===== src/rtl/hazard_fwd_unit.sv =====
// Hazard and forwarding controller for the 5-stage pipeline: D/E operand bypass selects,
// Tuse/Tnew and MDU-busy stall, MDU occupancy countdown and a saturating stall counter.
`timescale 1ns/1ps
module hazard_fwd_unit #(
    parameter int NSRC    = 2,
    parameter int TW      = 2,
    parameter int MUL_LAT = 5,
    parameter int DIV_LAT = 10,
    parameter int CW      = 4,
    parameter int SCW     = 16
) (
    input  logic                 clk,
    input  logic                 rst_n,
    input  logic [NSRC*5-1:0]    D_A,
    input  logic [NSRC*TW-1:0]   D_Tuse,
    input  logic                 D_mdu,
    input  logic [NSRC*5-1:0]    E_A,
    input  logic [4:0]           E_A3,
    input  logic [TW-1:0]        E_Tnew,
    input  logic                 E_RegWrite,
    input  logic [4:0]           M_A3,
    input  logic [TW-1:0]        M_Tnew,
    input  logic                 M_RegWrite,
    input  logic [4:0]           W_A3,
    input  logic                 W_RegWrite,
    input  logic                 E_md_start,
    input  logic                 E_md_div,
    input  logic                 stat_clr,
    output logic [NSRC*2-1:0]    D_fwd_sel,
    output logic [NSRC*2-1:0]    E_fwd_sel,
    output logic                 stall,
    output logic                 flush_E,
    output logic                 md_busy,
    output logic [SCW-1:0]       stall_cnt
);

    logic [CW-1:0]   cnt;
    logic [NSRC-1:0] op_stall;
    logic            mdu_stall;

    for (genvar i = 0; i < NSRC; i++) begin : g_src
        logic [4:0]    da;
        logic [4:0]    ea;
        logic [TW-1:0] tuse;
        logic          d_hit_e, d_hit_m, d_hit_w;
        logic          e_hit_m, e_hit_w;
        logic [1:0]    d_sel;
        logic [1:0]    e_sel;

        assign da   = D_A[5*i +: 5];
        assign ea   = E_A[5*i +: 5];
        assign tuse = D_Tuse[TW*i +: TW];

        assign d_hit_e = (da != 5'd0) && (da == E_A3) && E_RegWrite;
        assign d_hit_m = (da != 5'd0) && (da == M_A3) && M_RegWrite;
        assign d_hit_w = (da != 5'd0) && (da == W_A3) && W_RegWrite;
        assign e_hit_m = (ea != 5'd0) && (ea == M_A3) && M_RegWrite;
        assign e_hit_w = (ea != 5'd0) && (ea == W_A3) && W_RegWrite;

        // Nearest matching stage owns the operand; a not-yet-ready producer blocks older ones.
        always_comb begin
            d_sel = 2'b00;
            if (d_hit_e)
                d_sel = (E_Tnew == '0) ? 2'b11 : 2'b00;
            else if (d_hit_m)
                d_sel = (M_Tnew == '0) ? 2'b10 : 2'b00;
            else if (d_hit_w)
                d_sel = 2'b01;
        end

        always_comb begin
            e_sel = 2'b00;
            if (e_hit_m)
                e_sel = (M_Tnew == '0) ? 2'b10 : 2'b00;
            else if (e_hit_w)
                e_sel = 2'b01;
        end

        assign D_fwd_sel[2*i +: 2] = d_sel;
        assign E_fwd_sel[2*i +: 2] = e_sel;
        assign op_stall[i] = (d_hit_e && (E_Tnew > tuse)) || (d_hit_m && (M_Tnew > tuse));
    end

    assign md_busy   = (cnt != '0);
    assign mdu_stall = D_mdu & (md_busy | E_md_start);
    assign stall     = (|op_stall) | mdu_stall;
    assign flush_E   = stall;

    // A start while the unit is still counting is dropped, not queued.
    always_ff @(posedge clk or negedge rst_n) begin
        if (!rst_n)
            cnt <= '0;
        else if (E_md_start && (cnt == '0))
            cnt <= E_md_div ? CW'(DIV_LAT) : CW'(MUL_LAT);
        else if (cnt != '0)
            cnt <= cnt - CW'(1);
    end

    always_ff @(posedge clk or negedge rst_n) begin
        if (!rst_n)
            stall_cnt <= '0;
        else if (stat_clr)
            stall_cnt <= '0;
        else if (stall && !(&stall_cnt))
            stall_cnt <= stall_cnt + SCW'(1);
    end

endmodule


===== config.mk =====
export PLATFORM = sky130hd
export DESIGN_NAME = hazard_fwd_unit
export DESIGN_NICKNAME = d
export VERILOG_FILES = /design/src/rtl/hazard_fwd_unit.sv
export SDC_FILE = /design/constraint.sdc
export NUM_CORES = 1
export LEC_CHECK = 0
export CELL_PAD_IN_SITES_DETAIL_PLACEMENT = 0
export CELL_PAD_IN_SITES_GLOBAL_PLACEMENT = 1
export CORE_ASPECT_RATIO = 0.5
export CORE_MARGIN = 4
export CORE_UTILIZATION = 35
export CTS_CLUSTER_DIAMETER = 120
export DETAILED_ROUTE_END_ITERATION = 8
export GPL_TIMING_DRIVEN = 0
export PLACE_DENSITY = 0.87
export SETUP_SLACK_MARGIN = 0.4
export SLEW_MARGIN = 10
export SYNTH_ARGS = -nofsm -noshare
export SYNTH_HDL_FRONTEND = slang
export SYNTH_SLANG_ARGS = --single-unit

===== constraint.sdc =====
create_clock -name clk -period 4.6 [get_ports clk]
set_input_delay 0.46 -clock clk [delete_from_list [all_inputs] [get_ports clk]]
set_output_delay 0.46 -clock clk [all_outputs]
set_load 0.02 [all_outputs]

==> out/results.txt <==
Post-synth top flop: dfrtp_1
register bit total from synthesis: 20
Lkg Pwr: 1.12 nW
first-pass iteration count of the detailed router: 6
synth warn: 0
post-route cell area: 3020 sq um
routed wire length: 6.10 mm
vias per std cell: 5.43
CP max stage delay: 0.57 ns
CP top delay family: buffers and inverters
global route hottest layer: met2
nets@finish: 396
Avg Cell Area, Syn: 8.28 sq um
Clock Skew: 0.00475 ns
Max IR drop VDD: 0.111 mV
slowest library cell on the worst path: or4_1
drt wl/cell: 15.1 um
worst path required time: 4.14 ns
Die X: 118 um
RSZ-0062 raised after global routing: no
GRT overflow: 0
Hold Buf Count CTS: 0
drc violations: 0
critical path startpoint category: primary input
Final HPWL DP: 4.92 mm
ys async rst share: 1.00
met3 Usage GRT: 0.0232
Post-synth EDFFs: 0
max-cap violation count: 0
largest net degree at the start of global routing: 21
root buffer selected by CTS: clkbuf_16
die footprint: 7460 sq um
area leader, netlist: dfrtp_1
cell count after placement: 401
final setup vio count: 0
crit path capture type: output port
first-pass GRT wire length: 10.7 mm
post-synthesis net count: 320
Synth area leaders: dfrtp_1 (24%), xnor2_1 (19%), ha_1 (6.5%), nand4_1 (4.1%), a21oi_1 (3.5%)
H-tree depth: 1
routed vias: 2199
CTS max path bufs: 2
Final GP Congestion: 0.882
post-synth cell types: 43
Layout area overhead: 41.9%
Resized Gates After CTS: 0
clock sink count: 20
CP Buf/Inv Count: 5
CTS tree: yes
vias in the first global route: 2282
Buffers on Ports: 71
Final ANT Viol Nets: 0
Iter 0 DRT Violations: 128
final hold violation count: 0
synthesized instance count: 257
pwr dens: 226 nW/um^2
initial antenna violation count: 0
ant diodes: 0
met1 usage: 0.218
layout filler cell count: 524
minimum clock period: 3.79 ns
crit path max fanout: 10
Final TNS setup: 0 ns
GRT met2 Usage: 0.291
CP Cell Sequence: clkdlybuf4s50_1 -> or4_1 -> nor2_2 -> nor4_1 -> nor4_4 -> buf_2 -> inv_1 -> buf_4 -> clkdlybuf4s50_1
Max Freq: 264 MHz
postcts setup bufs: 0
layout cells sized above 1: 0.0633
mapped cell area: 2130 sq um
Final Power: 0.681 mW
crit share post-route: 0.823
worst setup path category: primary input to output port
crit path DAT: 3.33 ns
GRT Util Overall: 0.167
final std cells w/o fill: 405
Num CTS Buffers: 3
die height: 63.1 um
sequential fraction of the synthesis area: 0.235
Slew @ Worst Pin: 0.910 ns
status: completed
Ports: 79
clk_lat worst skew: 0.25 ns
Final Max Tran Viols: 0
initial core utilization: 0.374
area of the core: 5680 sq um
FP Rows: 19
Clock Pin Slew Worst Setup and Hold Paths: 0.05 ns
HP Class: flip-flop to flip-flop
Max transition margin: 0.392
area share of the largest cell type after synthesis: 0.235
most used cell, CP: clkdlybuf4s50_1
Placed Area: 2930 sq um
Finished Core Util: 0.531
[placed cells by master (no fill, tap or decap), types with 4 or more instances in the layout]
cell and n:
and3_1 6, dfrtp_1 20, clkdlybuf4s50_1 71, nand3_1 6
o41ai_1 4, a21oi_1 15, or3_1 6, nand4_1 14
o31ai_1 5, o21ai_1 5, xnor2_1 45, nor2_1 12
xor2_1 6, nor4_1 5, buf_2 4, inv_1 11
nor3_1 4, nor2b_1 5, nand2_1 20, ha_1 11
or4_1 7, o21ai_0 11, clkbuf_1 7
[power breakdown]
group	switching, mW	total [mW]	internal, mW
registers	0.0209	0.219	0.198
clock network	0.0652	0.198	0.133
logic	0.130	0.264	0.134
total	0.216	0.681	0.465
[worst register-to-register path: cells and delay by family, from the launching register on]
family | cells | cell delay (ns)
buffers and inverters | 3 | 0.52
adders and majority gates | 1 | 0.17
and+or+nand+nor | 3 | 0.69
muxes | 1 | 0.29
AOI/OAI and AO/OA | 2 | 0.53
DFF | 1 | 0.42
[cells in the mapped netlist (2+ instances only)]
cell type / number
dfrtp_1: 20
and3_1: 6
nor3_1: 4
o21ai_1: 5
nand4_1: 14
inv_1: 11
xor2_1: 6
o311ai_0: 3
o31ai_1: 5
clkbuf_1: 7
nor2_1: 12
o21ai_0: 11
mux2_1: 2
or3_1: 6
and2_1: 2
ha_1: 11
nand2_1: 20
buf_2: 4
o211ai_2: 2
a2111oi_2: 2
or4_1: 7
nor4_1: 5
buf_4: 2
nor2b_1: 5
nand3_1: 6
a21oi_1: 15
o41ai_1: 4
xnor2_1: 45
[final timing paths]
path / start / end / slack, ns / cells after the start
worst max-delay path: D_A[1] / stall / 0.81 / 9
worst min-delay path: cnt[3] / cnt[3] / 0.50 / 1
worst max register to register: cnt[0] / stall_cnt[5] / 1.87 / 10
worst min register to register: cnt[3] / cnt[3] / 0.50 / 1
max in group asynchronous: rst_n / stall_cnt[2] / 3.32 / 1
min in group asynchronous: rst_n / stall_cnt[11] / 0.72 / 1
[area by class of cell]
type | instances | area (sq um) | share of cell area
Clock buffer | 4 | 88.8 | 0.0294
Buffer | 15 | 76.3 | 0.0253
Inverter | 11 | 41.3 | 0.0137
Tap cell | 73 | 91.3 | 0.0303
Multi-Input combinational cell | 211 | 1510 | 0.500
Sequential cell | 20 | 500 | 0.166
Timing Repair Buffer | 71 | 711 | 0.235
[per-stage QoR]
step	hold WS, ns	worst slack [ns]
floorplan	0.164	1.88
global placement	0.475	0.853
detailed placement	0.498	0.828
CTS	0.506	0.819
global route	0.529	0.633
finish	0.499	0.812
[layer usage]
layer,wire length (um),vias up,part of all wire
met1,2760,1043,0.45
met5,0,-,0
met2,2940,69,0.48
met4,56,0,0.0092
met3,335,6,0.055
li1,-,1081,-
[state kept, by name, indices dropped and copies added, names as in the netlist]
register and count:
cnt 4, stall_cnt 16
[cells by family after synthesis]
group	share of synthesized area
XOR/XNOR	0.210
multiplexers	0.0224
flip-flops	0.235
buffers and inverters	0.0553
adder cells (fa/ha/maj)	0.0647
AND/OR/NAND/NOR	0.252
AO/OA/AOI/OAI	0.160
No activity file was read; power rests on OpenSTA's default activity.
